$ cat config.mk
export PLATFORM = sky130hd
export DESIGN_NAME = mac_accumulator_flat
export DESIGN_NICKNAME = d
export VERILOG_FILES = /design/src/rtl/mac_accumulator_pkg.sv /design/src/rtl/mac_accumulator_if.sv /design/src/rtl/mac_acc_lane.sv /design/src/rtl/mac_accumulator.sv /design/src/flat_wrapper.sv
export SDC_FILE = /design/constraint.sdc
export NUM_CORES = 1
export LEC_CHECK = 0
export CORE_ASPECT_RATIO = 0.7
export CORE_UTILIZATION = 35
export CTS_CLUSTER_SIZE = 25
export DETAILED_ROUTE_END_ITERATION = 16
export PLACE_DENSITY = 0.63
export SLEW_MARGIN = 20
export SYNTH_ARGS = -nofsm -noshare
export SYNTH_HDL_FRONTEND = slang
export SYNTH_SLANG_ARGS = --single-unit
$ cat constraint.sdc
create_clock -name clk -period 10.2 [get_ports clk]
set_input_delay 2.04 -clock clk [delete_from_list [all_inputs] [get_ports clk]]
set_output_delay 2.04 -clock clk [all_outputs]
set_load 0.02 [all_outputs]
$ cat src/rtl/mac_accumulator_pkg.sv
// Shared constants and small helpers for the lane-segmented MAC accumulator.
// Lane grouping codes, default widths and vector-open FSM encodings live here.
package mac_accumulator_pkg;

    localparam logic [1:0] MAC_SINGLE = 2'd0;
    localparam logic [1:0] MAC_DUAL   = 2'd1;
    localparam logic [1:0] MAC_QUAD   = 2'd2;

    localparam int MAC_ACC_WIDTH = 16;
    localparam int MAC_INT_WIDTH = 8;
    localparam int MAC_MIN_WIDTH = 4;

    localparam logic [0:0] ST_FIRST = 1'b0;
    localparam logic [0:0] ST_ACCUM = 1'b1;

    // Unknown grouping codes fall back to independent lanes.
    function automatic logic [1:0] norm_cfg(input logic [1:0] cfg);
        return (cfg == MAC_DUAL || cfg == MAC_QUAD) ? cfg : MAC_SINGLE;
    endfunction

    function automatic logic [3:0] group_top_mask(input logic [1:0] cfg);
        logic [3:0] mask;
        case (cfg)
            MAC_DUAL: mask = 4'b1010;
            MAC_QUAD: mask = 4'b1000;
            default:  mask = 4'b1111;
        endcase
        return mask;
    endfunction

endpackage

$ cat src/rtl/mac_accumulator_if.sv
// Beat-in / result-out bundle between the MAC combiner, the accumulator and
// the result writeback.
interface mac_accumulator_if #(
    parameter int ACC_W = mac_accumulator_pkg::MAC_ACC_WIDTH
) ();

    logic [1:0]       cfg;
    logic [ACC_W-1:0] in0, in1, in2, in3;
    logic             in_valid;
    logic             in_last;
    logic             in_ready;
    logic [ACC_W-1:0] acc0, acc1, acc2, acc3;
    logic [3:0]       ovf;
    logic             out_valid;
    logic             out_ready;

    modport master (
        output cfg, in0, in1, in2, in3, in_valid, in_last, out_ready,
        input  in_ready, acc0, acc1, acc2, acc3, ovf, out_valid
    );

    modport slave (
        input  cfg, in0, in1, in2, in3, in_valid, in_last, out_ready,
        output in_ready, acc0, acc1, acc2, acc3, ovf, out_valid
    );

endinterface

$ cat src/rtl/mac_acc_lane.sv
// One accumulator lane: ACC_W adder with carry chain ports and a signed
// overflow flag that is meaningful only when this lane is a group top.
module mac_acc_lane #(
    parameter int ACC_W = 16
) (
    input  logic [ACC_W-1:0] a,
    input  logic [ACC_W-1:0] b,
    input  logic             cin,
    output logic [ACC_W-1:0] sum,
    output logic             cout,
    output logic             ovf
);

    logic [ACC_W:0] full;
    logic           msb_cin;

    always_comb begin
        full = {1'b0, a} + {1'b0, b} + {{ACC_W{1'b0}}, cin};
    end

    assign sum  = full[ACC_W-1:0];
    assign cout = full[ACC_W];
    // Carry into the MSB recovered from the operand and result MSBs.
    assign msb_cin = a[ACC_W-1] ^ b[ACC_W-1] ^ sum[ACC_W-1];
    assign ovf     = msb_cin ^ cout;

endmodule

$ cat src/rtl/mac_accumulator.sv
// Lane-segmented accumulator behind the MAC combiner: sums beats of a vector
// into four lanes (single/dual/quad carry grouping) and holds one result.
module mac_accumulator
    import mac_accumulator_pkg::*;
#(
    parameter int ACC_W = MAC_ACC_WIDTH
) (
    input  logic              clk,
    input  logic              rst,
    input  logic              en,
    mac_accumulator_if.slave  bus
);

    logic [0:0]            open_q, open_d;
    logic [1:0]            cfg_q, cfg_d;
    logic [3:0][ACC_W-1:0] acc_reg_q, acc_reg_d;
    logic [3:0][ACC_W-1:0] acc_out_q, acc_out_d;
    logic [3:0]            ovf_acc_q, ovf_acc_d;
    logic [3:0]            ovf_q, ovf_d;
    logic                  out_valid_q, out_valid_d;

    logic                  in_ready, in_fire, out_fire;
    logic [1:0]            cfg_use;
    logic                  chained;
    logic [3:0][ACC_W-1:0] base, lane_in, lane_sum;
    logic [3:0]            lane_ovf, new_ovf;
    logic                  cout0, cout1, cout2, lane3_cout_unused;
    logic                  cin1, cin2, cin3;

    assign in_ready = en & (~out_valid_q | bus.out_ready);
    assign in_fire  = bus.in_valid & in_ready;
    assign out_fire = en & out_valid_q & bus.out_ready;

    // Grouping is frozen once a vector is open; the first beat uses live cfg.
    assign cfg_use = (open_q == ST_ACCUM) ? cfg_q : norm_cfg(bus.cfg);
    assign chained = (cfg_use != MAC_SINGLE);

    assign cin1 = chained & cout0;
    assign cin2 = (cfg_use == MAC_QUAD) & cout1;
    assign cin3 = chained & cout2;

    assign base    = (open_q == ST_ACCUM) ? acc_reg_q : '0;
    assign lane_in = {bus.in3, bus.in2, bus.in1, bus.in0};

    mac_acc_lane #(.ACC_W(ACC_W)) u_lane0 (
        .a(base[0]), .b(lane_in[0]), .cin(1'b0),
        .sum(lane_sum[0]), .cout(cout0), .ovf(lane_ovf[0])
    );
    mac_acc_lane #(.ACC_W(ACC_W)) u_lane1 (
        .a(base[1]), .b(lane_in[1]), .cin(cin1),
        .sum(lane_sum[1]), .cout(cout1), .ovf(lane_ovf[1])
    );
    mac_acc_lane #(.ACC_W(ACC_W)) u_lane2 (
        .a(base[2]), .b(lane_in[2]), .cin(cin2),
        .sum(lane_sum[2]), .cout(cout2), .ovf(lane_ovf[2])
    );
    mac_acc_lane #(.ACC_W(ACC_W)) u_lane3 (
        .a(base[3]), .b(lane_in[3]), .cin(cin3),
        .sum(lane_sum[3]), .cout(lane3_cout_unused), .ovf(lane_ovf[3])
    );

    assign new_ovf = lane_ovf & group_top_mask(cfg_use);

    always_comb begin
        open_d      = open_q;
        cfg_d       = cfg_q;
        acc_reg_d   = acc_reg_q;
        acc_out_d   = acc_out_q;
        ovf_acc_d   = ovf_acc_q;
        ovf_d       = ovf_q;
        out_valid_d = out_valid_q;

        if (out_fire) begin
            out_valid_d = 1'b0;
        end

        if (in_fire) begin
            if (open_q == ST_FIRST) begin
                cfg_d = norm_cfg(bus.cfg);
            end
            if (bus.in_last) begin
                acc_out_d   = lane_sum;
                ovf_d       = ovf_acc_q | new_ovf;
                out_valid_d = 1'b1;
                acc_reg_d   = '0;
                ovf_acc_d   = '0;
                open_d      = ST_FIRST;
            end else begin
                acc_reg_d   = lane_sum;
                ovf_acc_d   = ovf_acc_q | new_ovf;
                open_d      = ST_ACCUM;
            end
        end
    end

    always_ff @(posedge clk) begin
        if (rst) begin
            open_q      <= ST_FIRST;
            cfg_q       <= MAC_SINGLE;
            acc_reg_q   <= '0;
            acc_out_q   <= '0;
            ovf_acc_q   <= '0;
            ovf_q       <= '0;
            out_valid_q <= 1'b0;
        end else begin
            open_q      <= open_d;
            cfg_q       <= cfg_d;
            acc_reg_q   <= acc_reg_d;
            acc_out_q   <= acc_out_d;
            ovf_acc_q   <= ovf_acc_d;
            ovf_q       <= ovf_d;
            out_valid_q <= out_valid_d;
        end
    end

    assign bus.in_ready  = in_ready;
    assign bus.acc0      = acc_out_q[0];
    assign bus.acc1      = acc_out_q[1];
    assign bus.acc2      = acc_out_q[2];
    assign bus.acc3      = acc_out_q[3];
    assign bus.ovf       = ovf_q;
    assign bus.out_valid = out_valid_q;

endmodule
$ cat src/flat_wrapper.sv
// flat-port wrapper written by rule: the top's interface ports become plain ports
module mac_accumulator_flat import mac_accumulator_pkg::*;
#(
    parameter int ACC_W = MAC_ACC_WIDTH
)
  (clk, rst, en, bus_cfg, bus_in0, bus_in1, bus_in2, bus_in3, bus_in_valid, bus_in_last, bus_out_ready, bus_in_ready, bus_acc0, bus_acc1, bus_acc2, bus_acc3, bus_ovf, bus_out_valid);
  mac_accumulator_if #(.ACC_W(ACC_W)) bus_i ();
  input  logic clk;
  input  logic rst;
  input  logic en;
  input wire logic [$bits(bus_i.cfg)-1:0] bus_cfg;
  input wire logic [$bits(bus_i.in0)-1:0] bus_in0;
  input wire logic [$bits(bus_i.in1)-1:0] bus_in1;
  input wire logic [$bits(bus_i.in2)-1:0] bus_in2;
  input wire logic [$bits(bus_i.in3)-1:0] bus_in3;
  input wire logic [$bits(bus_i.in_valid)-1:0] bus_in_valid;
  input wire logic [$bits(bus_i.in_last)-1:0] bus_in_last;
  input wire logic [$bits(bus_i.out_ready)-1:0] bus_out_ready;
  output wire logic [$bits(bus_i.in_ready)-1:0] bus_in_ready;
  output wire logic [$bits(bus_i.acc0)-1:0] bus_acc0;
  output wire logic [$bits(bus_i.acc1)-1:0] bus_acc1;
  output wire logic [$bits(bus_i.acc2)-1:0] bus_acc2;
  output wire logic [$bits(bus_i.acc3)-1:0] bus_acc3;
  output wire logic [$bits(bus_i.ovf)-1:0] bus_ovf;
  output wire logic [$bits(bus_i.out_valid)-1:0] bus_out_valid;
  assign bus_i.cfg = bus_cfg;
  assign bus_i.in0 = bus_in0;
  assign bus_i.in1 = bus_in1;
  assign bus_i.in2 = bus_in2;
  assign bus_i.in3 = bus_in3;
  assign bus_i.in_valid = bus_in_valid;
  assign bus_i.in_last = bus_in_last;
  assign bus_i.out_ready = bus_out_ready;
  assign bus_in_ready = bus_i.in_ready;
  assign bus_acc0 = bus_i.acc0;
  assign bus_acc1 = bus_i.acc1;
  assign bus_acc2 = bus_i.acc2;
  assign bus_acc3 = bus_i.acc3;
  assign bus_ovf = bus_i.ovf;
  assign bus_out_valid = bus_i.out_valid;
  mac_accumulator #(.ACC_W(ACC_W)) u_core (.clk(clk), .rst(rst), .en(en), .bus(bus_i));
endmodule
# [Word-level counts from Yosys, hierarchy flattened]
# Cells that the tools add are included.
[classes] add_sub_neg=7 eq_ne=4 mux=10 n_bitwise=23 reduce_logical=3
[op_table] op="$mux 64" count=2
[op_table] op="$add 16x16->17" count=4
[op_table] op="$add 17x1->17" count=3
[op_table] op="$xor 1x1->1" count=12
[op_table] op="$and 1x1->1" count=7
[op_table] op="$pmux 3 s2" count=1
[op_table] op="$and 4x4->4" count=1
[op_table] op="$eq 2x1->1 const B" count=2
[op_table] op="$eq 2x2->1 const B" count=2
[op_table] op="$mux 1" count=4
[op_table] op="$mux 2" count=2
[op_table] op="$mux 4" count=1
[op_table] op="$or 4x4->4" count=1
[op_table] op="$reduce_and 2->1" count=1
[op_table] op="$reduce_bool 2->1" count=1
[op_table] op="$logic_or 1x1->1" count=1
[op_table] op="$not 1->1" count=1
[op_table] op="$or 1x1->1" count=1
[totals] regBits=140 input_bits=72 out_inout_bits=70 word_cells=60

# [Logic depth before layout (Yosys ltp)]
[depth] ltp_word=16 depth_mapped=36 mapped_depth_nobuf=34

# [Cells and area by module]
# From an unflattened synthesis, not the netlist that was laid out.
[unflattened] hier_cells=1165 area_unflattened_um2=9371.5
[modules_own_cells] mod="mac_accumulator" n_inst=1 cells_each=743 area_each_um2=6356.1 seq_area_each_um2=2802.7
[modules_own_cells] mod="mac_acc_lane at u_core.u_lane0 ..." n_inst=3 cells_each=102 area_each_um2=729.4 seq_area_each_um2=0.0
[modules_own_cells] mod="mac_acc_lane at u_core.u_lane3" n_inst=1 cells_each=116 area_each_um2=827.0 seq_area_each_um2=0.0

# [Least setup slack after synthesis]
# No wires, ideal clock.
[synth_timing] path_kind="in2reg" from="in bus_in0[0]" to="reg u_core.ovf_q[3] (netlist: u_core.bus.ovf[3])" setup_time_ps=126 arrival_ps=9381 t_required_ps=10074 slack_ps=693 path_stages=32 n_path_buf=0 path_cell_list="ha_1 > inv_1 > fa_1 > nor2b_1 > o31a_1 > o211a_1 > nand4_1 > a31o_1 > or2_2 > fa_1 > fa_1 > nand2b_1 > a21oi_1 > o311a_1 > a2111oi_2 > nor3_2 > nand2_1 > fa_1 > fa_1 > nor2b_4 > o31ai_2 > a211oi_1 > o41ai_2 > or2_2 > fa_1 > fa_1 > nor2b_1 > o31a_1 > o21ai_2 > or4_1 > o31ai_1 > o21ai_1"
[synth_via] elab_chain_cells=11
[synth_rtl] element="start: declaration" line="flat_wrapper.sv:12" text="input wire logic [$bits(bus_i.in0)-1:0] bus_in0;"
[synth_rtl] element="$add 16x16->17 *" line="mac_acc_lane.sv:18" text="full = {1'b0, a} + {1'b0, b} + {{ACC_W{1'b0}}, cin};"
[synth_rtl] element="$and 1x1->1 *" line="mac_accumulator.sv:38" text="assign cin1 = chained & cout0;"
[synth_rtl] element="$add 17x1->17 *" line="mac_acc_lane.sv:18"
[synth_rtl] element="$and 1x1->1 *" line="mac_accumulator.sv:39" text="assign cin2 = (cfg_use == MAC_QUAD) & cout1;"
[synth_rtl] element="$add 17x1->17 *" line="mac_acc_lane.sv:18"
[synth_rtl] element="$and 1x1->1 *" line="mac_accumulator.sv:40" text="assign cin3 = chained & cout2;"
[synth_rtl] element="$add 17x1->17 *" line="mac_acc_lane.sv:18"
[synth_rtl] element="$xor 1x1->1" line="mac_acc_lane.sv:24" text="assign msb_cin = a[ACC_W-1] ^ b[ACC_W-1] ^ sum[ACC_W-1];"
[synth_rtl] element="$xor 1x1->1 *" line="mac_acc_lane.sv:25" text="assign ovf = msb_cin ^ cout;"
[synth_rtl] element="$and 4x4->4 *" line="mac_accumulator.sv:62" text="assign new_ovf = lane_ovf & group_top_mask(cfg_use);"
[synth_rtl] element="$or 4x4->4 *" line="mac_accumulator.sv:83" text="ovf_d = ovf_acc_q | new_ovf;"
[synth_rtl] element="end signal: assignment" line="mac_accumulator.sv:111" text="ovf_q <= ovf_d;"
[synth_rtl] element="end: declaration" line="mac_accumulator.sv:19" text="logic [3:0] ovf_q, ovf_d;"
# Mark *: on every way between the ends. The rest lies on a longest branch, timed or not.
# A chain may end at the register's enable or synchronous reset.

# [Worst setup path after layout]
[layout_timing] from="in bus_in0[0]" to="reg u_core.ovf_acc_q[3]"
[layout_via] elab_chain_cells=12
[layout_rtl] element="$add 16x16->17 *" line="mac_acc_lane.sv:18"
[layout_rtl] element="$and 1x1->1 *" line="mac_accumulator.sv:38"
[layout_rtl] element="$add 17x1->17 *" line="mac_acc_lane.sv:18"
[layout_rtl] element="$and 1x1->1 *" line="mac_accumulator.sv:39"
[layout_rtl] element="$add 17x1->17 *" line="mac_acc_lane.sv:18"
[layout_rtl] element="$and 1x1->1 *" line="mac_accumulator.sv:40"
[layout_rtl] element="$add 17x1->17 *" line="mac_acc_lane.sv:18"
[layout_rtl] element="$xor 1x1->1" line="mac_acc_lane.sv:24"
[layout_rtl] element="$xor 1x1->1 *" line="mac_acc_lane.sv:25"
[layout_rtl] element="$and 4x4->4 *" line="mac_accumulator.sv:62"
[layout_rtl] element="$or 4x4->4 *" line="mac_accumulator.sv:90" text="ovf_acc_d = ovf_acc_q | new_ovf;"
[layout_rtl] element="$mux 4 *" line="mac_accumulator.sv:81" text="if (bus.in_last) begin"
[layout_rtl] element="end signal: assignment" line="mac_accumulator.sv:110" text="ovf_acc_q <= ovf_acc_d;"
[layout_rtl] element="end: declaration" line="mac_accumulator.sv:18" text="logic [3:0] ovf_acc_q, ovf_acc_d;"
# Marked as above.

==> impl_metrics.yaml <==
synthesis:
  synth_compound_area_share_pct: 27.8
  yosys.area_share.simple_pct: 16.9
  synth-adder-area-share_pct: 11.5
  syn_nets: 1061
  synth_xor_area_share_pct: 5.52
  yosysUniqueCellTypes: 63
  synthMuxAreaShare_pct: 0.495
  synth_seq_cells: 140
  synth_enable_flop_cells: 0
  syn_area_per_cell_sq_um: 8.80
  syn_inst: 919
  synthArstFlopShare_pct: 0
  yosysWarnings: 0
  synth_top_family_by_area: "compound AO/OA/AOI/OAI gates"
  seq_area_frac_synth_pct: 34.6
  synth_area_sq_mm: 0.00809
  synth_ff_type: "dfxtp_1"
placement:
  port_buffers: 141
  place_congestion: 0.857
  dp.cells: 1339
  hpwl_mm: 15.6
die:
  die_x_um: 184
  die_height_um: 129
  core-area_sq_mm: 0.0227
  initial_core_util_pct: 35.7
  die_area_sq_mm: 0.0237
  io-pin-count: 142
  rows: 46
sta:
  holdWs_ps: 443
  fmax_ghz: 0.102
  final_hold_viol_count: 0
  slew_viol_final: 0
  period_share_pct: 95.7
  fin_crit_ps: 9760
  fin_worst_skew_ps: 10.5
  slew_headroom_pct: 33.8
  setup_viol: 0
  tightest_slew_ps: 990
drt:
  ant_nets: 0
  top_layer: "met5"
  wl_met2_mm: 9.29
  wirelength_met1_mm: 12.0
  avgRoutedWirePerCell_um: 16.4
  vias: 7157
  dr.pass1.iters: 5
  drc: 0
  routed_via_density: 5.22
  finalWirelength_mm: 22.5
  wl_met3_um: 956
  drt-initial-drc-count: 359
cts:
  clockBufferDepth: 2
  cts.htree.levels: 4
  cts_buffers: 17
  cts_tree: "done"
  ctsHoldBuffers: 0
  clkSinkCount: 140
  clk_latency_ps: 430
  clk_pin_slew_ps: 60
  cts_root_buf: "clkbuf_16"
power_and_ir_drop:
  p_leak_nw: 4.30
  power_mw: 1.45
  ir_drop_mv: 0.109
  power-per-cell-area_mw_per_mm2: 138
critical_path:
  cp_top_family: "adder cells"
  cp_slowest_stage_delay_ps: 530
  start_kind: "input pin"
  crit_top_cell: "fa_2"
  worst_ep_required_time_ps: 10500
  worst_ep_arrival_time_ps: 10050
  path_class: "input pin to flip-flop"
  path_buf_inv: 3
  end_kind: "flip-flop"
  slowest_stage: "or4_1"
  worst-path-max-fanout: 5
status:
  status: "finished clean"
global_route:
  grt-ovfl-total: 0
  track_usage_pct: 19.3
  antenna_found_initial: 2
  grt_start_max_net_pins: 73
  grt_pass1_vias: 6836
  grt_pass1_wl_mm: 35.9
layout:
  nNetsFinal: 1189
  area_growth_pct: 29.7
  drive_above_1_share_pct: 7.45
  fillers: 2211
  layout_commonest_cell: "clkdlybuf4s50_1"
  multi_input_area_sq_mm: 0.00507
  mostFrequentLayoutCells: "clkdlybuf4s50_1, dfxtp_1, nor2_1"
  seqCellArea_sq_mm: 0.00280
  fin_cells: 1372
  antennaDiodeCount: 0
run:
  drv_cap: 0
hold_path:
  hold_class: "flip-flop to flip-flop"
[through the flow]
| stage | TNS, ps | area, sq um | utilization (%) | worst slack (ps) |
|---|---|---|---|---|
| after CTS | 0 | 10500 | 46.1 | 90.2 |
| after detailed placement | -2040 | 9840 | 43.4 | -338 |
| after floorplan | 0 | 8090 | - | 693 |
| final | 0 | 10500 | 46.3 | 442 |
| after global routing | -3.59 | 10500 | 46.3 | -3.59 |
| after global placement | -296 | 9840 | 43.4 | -104 |
[registers in the layout, indices dropped and copies added (netlist names)]
signal	cells
u_core.acc_reg_q	64
u_core.bus.acc0	16
u_core.bus.acc1	16
u_core.bus.acc2	16
u_core.bus.acc3	16
u_core.bus.ovf	4
u_core.ovf_acc_q	4
u_core.cfg_q	2
u_core.bus.out_valid	1
u_core.open_q	1
[final cells by class]
| class | instances | area share [%] |
|---|---|---|
| Clock buffer | 18 | 4.09 |
| Multi-Input combinational cell | 713 | 48.3 |
| Timing Repair Buffer | 160 | 14.8 |
| Sequential cell | 140 | 26.7 |
| Inverter | 15 | 0.537 |
| Tap cell | 312 | 3.72 |
| Clock inverter | 14 | 1.86 |
[logic make-up (layout without fill, tap and decap cells)]
family	Yosys count	count (layout)
flops	140	140
mux	4	4
simple gates	273	273
fa+ha+maj	70	70
buf+inv	66	207
xor+xnor	51	51
compound gates	315	315
[tightest hold or removal path, stage by stage, from the launching register on]
cell and delay (ps):
dfxtp_1 300, nand2_1 50, o21ai_1 50
[cells in the mapped netlist (16+ instances only)]
library cell | number | area (sq um)
ha_1 | 63 | 788
a21o_1 | 17 | 128
xor2_1 | 24 | 210
a21oi_1 | 68 | 340
a22o_1 | 73 | 639
a22oi_1 | 22 | 165
clkbuf_1 | 48 | 180
dfxtp_1 | 140 | 2800
xnor2_1 | 27 | 236
and2_1 | 62 | 388
nand2_1 | 59 | 221
nor3_1 | 16 | 80.1
nor2_1 | 77 | 289
o21ai_0 | 33 | 165
[report_power, final]
| part | switching (mW) | total (mW) | leakage, nW | internal (mW) |
|---|---|---|---|---|
| logic | 0.110 | 0.201 | 2.87 | 0.0906 |
| registers | 0.0127 | 0.581 | 1.14 | 0.569 |
| clock network | 0.255 | 0.665 | 0.293 | 0.410 |
[per-layer routing]
layer  up-vias  track usage (%)
met1      3364             27.8
met3        22             4.53
met5         -                0
met2       138             28.9
li1       3629                -
met4         4             5.15
[repair_timing]
| action | CTS | global route |
|---|---|---|
| resized for setup | 0 | 7 |
| setup endpoints to repair | 0 | 15 |
| buffers inserted | 0 | 1 |
[final timing paths]
check / slack, ps / end / startpoint / cells past startpoint
worst max-delay path: 440 / u_core.ovf_acc_q[3]$_SDFFE_PP0P_ / bus_in0[0] / 34
worst min-delay path: 440 / u_core.acc_reg_q[14]$_SDFFE_PP0P_ / u_core.acc_reg_q[14]$_SDFFE_PP0P_ / 2
worst max register to register: 1750 / u_core.ovf_acc_q[3]$_SDFFE_PP0P_ / u_core.open_q$_SDFFE_PP0P_ / 34
worst min register to register: 440 / u_core.acc_reg_q[14]$_SDFFE_PP0P_ / u_core.acc_reg_q[14]$_SDFFE_PP0P_ / 2
No activity file was read; power rests on OpenSTA's default activity.
